$ cat src/rtl/mem_ctrl.sv
// mem_ctrl: arbitrates IF and MEM requests onto a byte-wide RAM, one byte per cycle.
// Define MEMCTRL_INST_BUF_EN to add a single-entry buffer for the last completed fetch.
`timescale 1ns/1ps
module mem_ctrl #(
    parameter int ADDR_W = 32
) (
    input  logic              clk,
    input  logic              rst,
    input  logic              if_req,
    input  logic [ADDR_W-1:0] if_addr,
    input  logic              if_flush,
    output logic              if_done,
    output logic [31:0]       if_inst,
    input  logic              mem_req,
    input  logic              mem_we,
    input  logic [1:0]        mem_size,
    input  logic [ADDR_W-1:0] mem_addr,
    input  logic [31:0]       mem_wdata,
    output logic              mem_done,
    output logic [31:0]       mem_rdata,
    output logic [ADDR_W-1:0] ram_addr,
    output logic              ram_we,
    output logic [7:0]        ram_dout,
    input  logic [7:0]        ram_din
);

    localparam logic [2:0] S_IDLE   = 3'd0;
    localparam logic [2:0] S_IF_RD  = 3'd1;
    localparam logic [2:0] S_MEM_RD = 3'd2;
    localparam logic [2:0] S_MEM_WR = 3'd3;
    localparam logic [2:0] S_DONE   = 3'd4;

    logic [2:0]        state;
    logic [2:0]        cnt;
    logic [2:0]        n_bytes;
    logic [2:0]        next_cnt;
    logic [2:0]        size_bytes;
    logic [1:0]        cap_idx;
    logic              is_if;
    logic [ADDR_W-1:0] base;
    logic [31:0]       wdata;
    logic [31:0]       acc;
    logic [31:0]       rd_word;

`ifdef MEMCTRL_INST_BUF_EN
    logic              buf_valid;
    logic [ADDR_W-1:0] buf_addr;
    logic [31:0]       buf_inst;
`endif

    assign next_cnt = cnt + 3'd1;
    // Read state runs cnt 0..N: the extra step captures the byte addressed in the last cycle.
    assign cap_idx  = cnt[1:0] - 2'd1;

    always_comb begin
        case (mem_size)
            2'b00:   size_bytes = 3'd1;
            2'b01:   size_bytes = 3'd2;
            default: size_bytes = 3'd4;
        endcase
    end

    always_comb begin
        rd_word = acc;
        rd_word[8*cap_idx +: 8] = ram_din;
    end

    assign if_done  = (state == S_DONE) && is_if && !if_flush;
    assign mem_done = (state == S_DONE) && !is_if;

    always_ff @(posedge clk) begin
        if (!rst) begin
            state     <= S_IDLE;
            cnt       <= '0;
            n_bytes   <= '0;
            is_if     <= 1'b0;
            base      <= '0;
            wdata     <= '0;
            acc       <= '0;
            if_inst   <= '0;
            mem_rdata <= '0;
            ram_addr  <= '0;
            ram_we    <= 1'b0;
            ram_dout  <= '0;
`ifdef MEMCTRL_INST_BUF_EN
            buf_valid <= 1'b0;
            buf_addr  <= '0;
            buf_inst  <= '0;
`endif
        end else begin
            case (state)
                S_IDLE: begin
                    cnt <= '0;
                    acc <= '0;
                    if (mem_req) begin
                        state    <= mem_we ? S_MEM_WR : S_MEM_RD;
                        is_if    <= 1'b0;
                        base     <= mem_addr;
                        wdata    <= mem_wdata;
                        n_bytes  <= size_bytes;
                        ram_addr <= mem_addr;
                        ram_we   <= mem_we;
                        ram_dout <= mem_we ? mem_wdata[7:0] : 8'h00;
                    end else if (if_req && !if_flush) begin
                        is_if   <= 1'b1;
                        base    <= if_addr;
                        n_bytes <= 3'd4;
`ifdef MEMCTRL_INST_BUF_EN
                        if (buf_valid && (if_addr == buf_addr)) begin
                            state   <= S_DONE;
                            if_inst <= buf_inst;
                        end else begin
                            state    <= S_IF_RD;
                            ram_addr <= if_addr;
                        end
`else
                        state    <= S_IF_RD;
                        ram_addr <= if_addr;
`endif
                    end
                end
                S_IF_RD, S_MEM_RD: begin
                    if ((state == S_IF_RD) && if_flush) begin
                        state    <= S_IDLE;
                        cnt      <= '0;
                        ram_addr <= '0;
                    end else begin
                        if (cnt != 3'd0) acc <= rd_word;
                        if (cnt == n_bytes) begin
                            state    <= S_DONE;
                            ram_addr <= '0;
                            if (is_if) if_inst   <= rd_word;
                            else       mem_rdata <= rd_word;
                        end else begin
                            cnt <= next_cnt;
                            if (next_cnt != n_bytes)
                                ram_addr <= base + ADDR_W'(next_cnt);
                        end
                    end
                end
                S_MEM_WR: begin
                    if (next_cnt == n_bytes) begin
                        state    <= S_DONE;
                        ram_addr <= '0;
                        ram_we   <= 1'b0;
                        ram_dout <= '0;
                    end else begin
                        cnt      <= next_cnt;
                        ram_addr <= base + ADDR_W'(next_cnt);
                        ram_dout <= wdata[8*next_cnt[1:0] +: 8];
                    end
                end
                S_DONE: begin
                    state <= S_IDLE;
                    cnt   <= '0;
`ifdef MEMCTRL_INST_BUF_EN
                    if (is_if && !if_flush) begin
                        buf_valid <= 1'b1;
                        buf_addr  <= base;
                        buf_inst  <= if_inst;
                    end
`endif
                end
                default: begin
                    state    <= S_IDLE;
                    cnt      <= '0;
                    ram_addr <= '0;
                    ram_we   <= 1'b0;
                    ram_dout <= '0;
                end
            endcase
`ifdef MEMCTRL_INST_BUF_EN
            // Distance test is wrap-safe for buffered words straddling the top of memory.
            if ((state == S_MEM_WR) && ((ram_addr - buf_addr) < ADDR_W'(4)))
                buf_valid <= 1'b0;
`endif
        end
    end

endmodule
$ cat config.mk
export PLATFORM = sky130hd
export DESIGN_NAME = mem_ctrl
export DESIGN_NICKNAME = d
export VERILOG_FILES = /design/src/rtl/mem_ctrl.sv
export SDC_FILE = /design/constraint.sdc
export NUM_CORES = 1
export LEC_CHECK = 0
export CORE_MARGIN = 2
export CORE_UTILIZATION = 51
export CTS_CLUSTER_SIZE = 16
export DETAILED_ROUTE_END_ITERATION = 10
export PLACE_DENSITY = 0.81
export SETUP_SLACK_MARGIN = 0.3
export SLEW_MARGIN = 20
export SYNTH_ARGS = -nofsm -noshare
export SYNTH_HDL_FRONTEND = slang
export SYNTH_SLANG_ARGS = --single-unit
export TNS_END_PERCENT = 10
$ cat constraint.sdc
create_clock -name clk -period 3.1 [get_ports clk]
set_input_delay 0.62 -clock clk [delete_from_list [all_inputs] [get_ports clk]]
set_output_delay 0.62 -clock clk [all_outputs]
set_load 0.005 [all_outputs]
Word-level counts from Yosys, hierarchy flattened

Index checks and enable logic that the tools add are counted.

Register bits after elaboration: 211
Latch bits: 0
RAM bits: 0
Memory bits (read-only): 0
Input bits: 112
Output and inout bits: 107
Word-level logic and storage cells: 98
Memories kept: 0

Add/subtract/negate cells: 4
Multipliers: 0
Divide/modulo/power cells: 0
$lt $le $gt $ge: 0
Eq/ne operators: 17
Shifts and indexed selects: 3
Mux-type cells: 34
Bitwise operators: 4
Reduce and logical (&&, ||, !) cells: 24

Operators with widths:

| operator                                                                 | number |
|---|---|
| 32-bit two-way mux                                                       | 8 |
| 32-bit one-hot mux with 4 select lines                                   | 1 |
| 32-bit one-hot mux with 2 select lines                                   | 1 |
| 5-bit negation with 34-bit output                                        | 1 |
| 8-bit by 34-bit variable shift with 32-bit output (first input constant) | 1 |
| 8-bit by 34-bit variable part select with 32-bit output                  | 1 |
| 32-bit by 3-bit adder with 32-bit output                                 | 1 |
| 32-bit bitwise mux                                                       | 1 |
| 32-bit by 6-bit variable part select with 8-bit output                   | 1 |
| 3-bit two-way mux                                                        | 10 |
| 8-bit two-way mux                                                        | 3 |
| 8-bit one-hot mux with 3 select lines                                    | 1 |
| 3-bit one-hot mux with 2 select lines                                    | 2 |
| 3-bit AND reduction                                                      | 4 |
| 2-bit != test (second input constant)                                    | 5 |
| 3-bit != test (second input constant)                                    | 3 |
| 3-bit one-hot mux with 3 select lines                                    | 1 |
| 2-bit AND reduction                                                      | 4 |
| 4-bit AND reduction                                                      | 2 |
| 3-bit by 2-bit equality test with 1-bit output (second input constant)   | 2 |
| 3-bit equality test                                                      | 2 |
| 1-bit logical AND                                                        | 5 |
| 1-bit two-way mux                                                        | 5 |
| 4-bit != test (second input constant)                                    | 1 |
| other kinds (15)                                                         | 20 |

Logic depth before layout (Yosys ltp)

Depth in word-level cells: 7
Gate-level depth with buffers: 10
Gate-level depth less buffers: 8

Least setup slack after synthesis

Ideal clock, no wire load.

Path kind: register to register
Start point: register cnt[0]
End point: register acc[26]
Library setup time: 0.070 ns
Arrival: 2.410 ns
Slack: 0.620 ns
Cell stages (with the launch flop): 9
Buffers on the path: 2
Cell sequence: dfxtp_1 -> buf_2 -> inv_1 -> ha_1 -> buf_2 -> nor4b_2 -> a21oi_1 -> or3_1 -> a21oi_1

Longest elaborated chain between the ends: 7
Elaborated cells on any way between the ends: 11
Classes of those cells: add/sub (2); eq/ne (1); shift (2); mux (4); reduce/logical (2)

RTL lines:

| item                                                                                                                         | line | text |
|---|---|---|
| from (decl)                                                                                                                  | 34   | `logic [2:0] cnt;` |
| from (signal assigned)                                                                                                       | 135  | `cnt <= next_cnt;` |
| from (signal assigned)                                                                                                       | 148  | `cnt <= next_cnt;` |
| 2-bit by 1-bit subtractor with 2-bit output                                                                                  | 53   | `assign cap_idx = cnt[1:0] - 2'd1;` |
| 5-bit negation with 34-bit output                                                                                            | 65   | `rd_word[8*cap_idx +: 8] = ram_din;` |
| 8-bit by 34-bit variable part select with 32-bit output or 8-bit by 34-bit variable shift with 32-bit output (tied branches) | 65   |  |
| 32-bit bitwise mux                                                                                                           | 65   |  |
| 32-bit two-way mux                                                                                                           | 128  | `if (cnt != 3'd0) acc <= rd_word;` |
| 32-bit two-way mux                                                                                                           | 123  | `if ((state == S_IF_RD) && if_flush) begin` |
| 32-bit one-hot mux with 2 select lines                                                                                       | 91   | `case (state)` |
| to (signal assigned)                                                                                                         | 128  |  |
| to (decl)                                                                                                                    | 42   | `logic [31:0] acc;` |

Several ways; a longest one is shown, not always the timed one. The select of a mux whose other input is x is not followed.
A chain may end at the register's enable or synchronous reset.

Worst setup path in the final report

Start point: register state[1]
End point: output port if_done

Longest elaborated chain between the ends: 3

RTL lines:

| item                           | line | text |
|---|---|---|
| from (decl)                    | 33   | `logic [2:0] state;` |
| from (signal assigned)         | 96   | `state <= mem_we ? S_MEM_WR : S_MEM_RD;` |
| 3-bit equality test            | 68   | `assign if_done = (state == S_DONE) && is_if && !if_flush;` |
| 1-bit logical AND (2 in a row) | 68   |  |
| to (decl)                      | 12   | `output logic if_done,` |

No other way between the ends.

==> impl_metrics.tcl <==
set metrics [dict create \
    dr_wl_met3_mm 1.65 \
    worst_pin_slew_ps 926 \
    fp-row-count 50 \
    grt_use_total_pct 25.0 \
    synth_most_common_cell "dfxtp_1" \
    crit_chain "nor2_1, nand2_1, nor3b_1, clkdlybuf4s50_1" \
    path_buf_inv 1 \
    critPathArrivalTime_ps 2180 \
    drt_wl_total_mm 25.9 \
    die_w_um 143 \
    pin_count 219 \
    synth_common_cells "dfxtp_1, nand2_1, a21oi_1" \
    synth_top_area_share_pct 43.0 \
    ys_warn_count 0 \
    cap_violations 0 \
    io_buffers 218 \
    rsz0062_at_grt "yes" \
    grt_pass1_wl_mm 41.8 \
    setup_viol 0 \
    maxSlewViolCount 0 \
    power.total_mw 7.24 \
    cp_max_fo 10 \
    drt-met1-wl_mm 11.3 \
    ant_nets 0 \
    fmax_mhz 357 \
    irDropWorstVdd_mv 0.365 \
    drc 0 \
    syn_inst 1098 \
    synth-seq-area-share_pct 43.0 \
    slowest_delay_ps 570 \
    viasPerCell 5.61 \
    synth_edf_count 0 \
    synth_area_sq_mm 0.00982 \
    antenna_found_initial 0 \
    area_growth_pct 31.3 \
    numCtsBuffers 22 \
    yosys-top-cells-area "dfxtp_1, a21oi_1, nand2_1" \
    place.gp.congestion 0.878 \
    first_iter_violations 640 \
    critPathKind "register to output port" \
    syn_avg_cell_area_sq_um 8.94 \
    setup_tns_ps 0 \
    cp_top_family "simple AND/OR/NAND/NOR gates" \
    cp-end-kind "output port" \
    finalClockSkew_ps 7.20 \
    cts_tree "yes" \
    antenna_cells 0 \
    cts-root-buf "clkbuf_16" \
    maxSlewHeadroom_pct 38.1 \
    synth.distinct_cells 58 \
    holdBufCountCts 0 \
    avgRoutedWirePerCell_um 16.6 \
    dieArea_sq_mm 0.0204 \
    num_vias 8728 \
    p_per_area_mw_per_mm2 561 \
    first_global_vias 8142 \
    grt.overflow.total 0 \
    hpwl_mm 17.7 \
    whs_ps 445 \
    clock-sinks 211 \
    outcome "complete, no violations" \
    async_flop_share_pct 0 \
    drt_first_pass_iters 6 \
    hold_violations 0 \
    start_util_pct 52.2 \
    drive_above_1_share_pct 12.9 \
    synth_largest_area_cell "dfxtp_1" \
    clockBufferDepth 3 \
    cts-htree-levels 1 \
    die_h_um 143 \
    core_sq_mm 0.0188 \
    syn_nets 1219 \
    grt_max_degree 65 \
    hold_path.class "register to register" \
    fin_nets 1405 \
    min_period_ps 2800 \
    fillers 1499 \
    top_layer "met4" \
    synth_flop_cell "dfxtp_1" \
    cp-start-kind "register" \
    clkLatencyLatePin_ps 500 \
    ys_ff_latch 211 \
    leakagePower_nw 4.44 \
    clk_transition_reported_paths_ps 60 \
    wl_met2_mm 12.5 \
    post-route-period-util_pct 90.3 \
    crit_slowest_cell "clkdlybuf4s50_1" \
    required_ps 2480 \
]
==> metrics by stage <==
stage                     instance area, sq um  cells  setup WS (ps)  util, %
after floorplan                           9820   1098            620        -
after global placement                   12100   1517            336     64.5
after detailed placement                 12100   1517            267     64.5
after CTS                                12900   1555            324     68.4
after global routing                     12900   1557            229     68.5
final                                    12900   1557            301     68.5
==> tightest hold or removal path, cell delays in order, from the launching register on <==
cell     delay, ps
dfxtp_1        300
nand2_1         50
a21oi_1         50
==> path summary, 6_finish.rpt <==
kind / startpoint / endpoint / slack [ps] / cells past startpoint
min reg2reg: acc[17]$_SDFFE_PN0P_ / acc[17]$_SDFFE_PN0P_ / 450 / 2
max reg2reg: cnt[0]$_SDFFE_PN0P_ / ram_addr[27]$_SDFFE_PN0P_ / 370 / 10
max: state[1]$_SDFFE_PN0P_ / if_done / 300 / 4
min: acc[17]$_SDFFE_PN0P_ / acc[17]$_SDFFE_PN0P_ / 450 / 2
==> layer usage <==
metal | GRT usage [%] | up-vias
li1 | - | 4284
met1 | 33.0 | 4102
met2 | 42.7 | 304
met3 | 5.13 | 38
met4 | 5.26 | 0
met5 | 0 | -
==> timing repair <==
item                       in CTS  in global routing
pin swaps                       1                  1
gates resized for setup         0                  1
setup endpoints to repair       4                 12
setup buffers                   1                  2
==> state kept, by name, indices dropped and copies added (netlist names), 8 cells and up <==
signal / count
acc: 32
base: 32
if_inst: 32
mem_rdata: 32
ram_addr: 32
wdata: 32
ram_dout: 8
==> cell families (layout without fill, tap and decap cells) <==
group | after synthesis | after routing | share of synthesized area [%]
AO/OA/AOI/OAI | 297 | 297 | 21.5
XOR/XNOR | 29 | 29 | 2.82
adder cells (fa/ha/maj) | 10 | 10 | 1.33
buffers and inverters | 95 | 294 | 5.25
flip-flops | 211 | 211 | 43.0
multiplexers | 43 | 43 | 5.64
AND/OR/NAND/NOR | 413 | 413 | 20.5
==> cell usage in the layout (no fill, tap or decap), drive strengths merged, types with 9 or more instances in the layout <==
cell type | netlist | routed
nand2 | 164 | 164
nor4 | 10 | 10
dfxtp | 211 | 211
a211oi | 80 | 80
xnor2 | 18 | 18
o22ai | 11 | 11
buf | 44 | 31
o211ai | 9 | 9
a21boi | 11 | 11
a21oi | 125 | 125
a22o | 17 | 17
clkbuf | 42 | 29
inv | 9 | 9
clkdlybuf4s50 | 0 | 217
xor2 | 10 | 10
nor2 | 98 | 98
nor3 | 16 | 16
or3 | 33 | 33
mux2i | 16 | 16
nand3 | 20 | 20
nor2b | 35 | 35
o221ai | 11 | 11
mux2 | 19 | 19
==> area by class of cell <==
class / instances / area (sq um) / share of cell area (%)
Sequential cell: 211 / 4220 / 32.7
Multi-Input combinational cell: 792 / 5100 / 39.6
Timing Repair Buffer: 248 / 2480 / 19.2
Inverter: 9 / 38.8 / 0.301
Clock inverter: 8 / 90.1 / 0.698
Clock buffer: 29 / 638 / 4.95
Tap cell: 260 / 325 / 2.52
==> where the power goes <==
| group | switching [mW] | internal [mW] |
|---|---|---|
| logic | 0.737 | 0.713 |
| registers | 0.182 | 2.93 |
| clock network | 1.07 | 1.60 |
| total | 1.98 | 5.25 |
No activity file was read; power rests on OpenSTA's default activity.
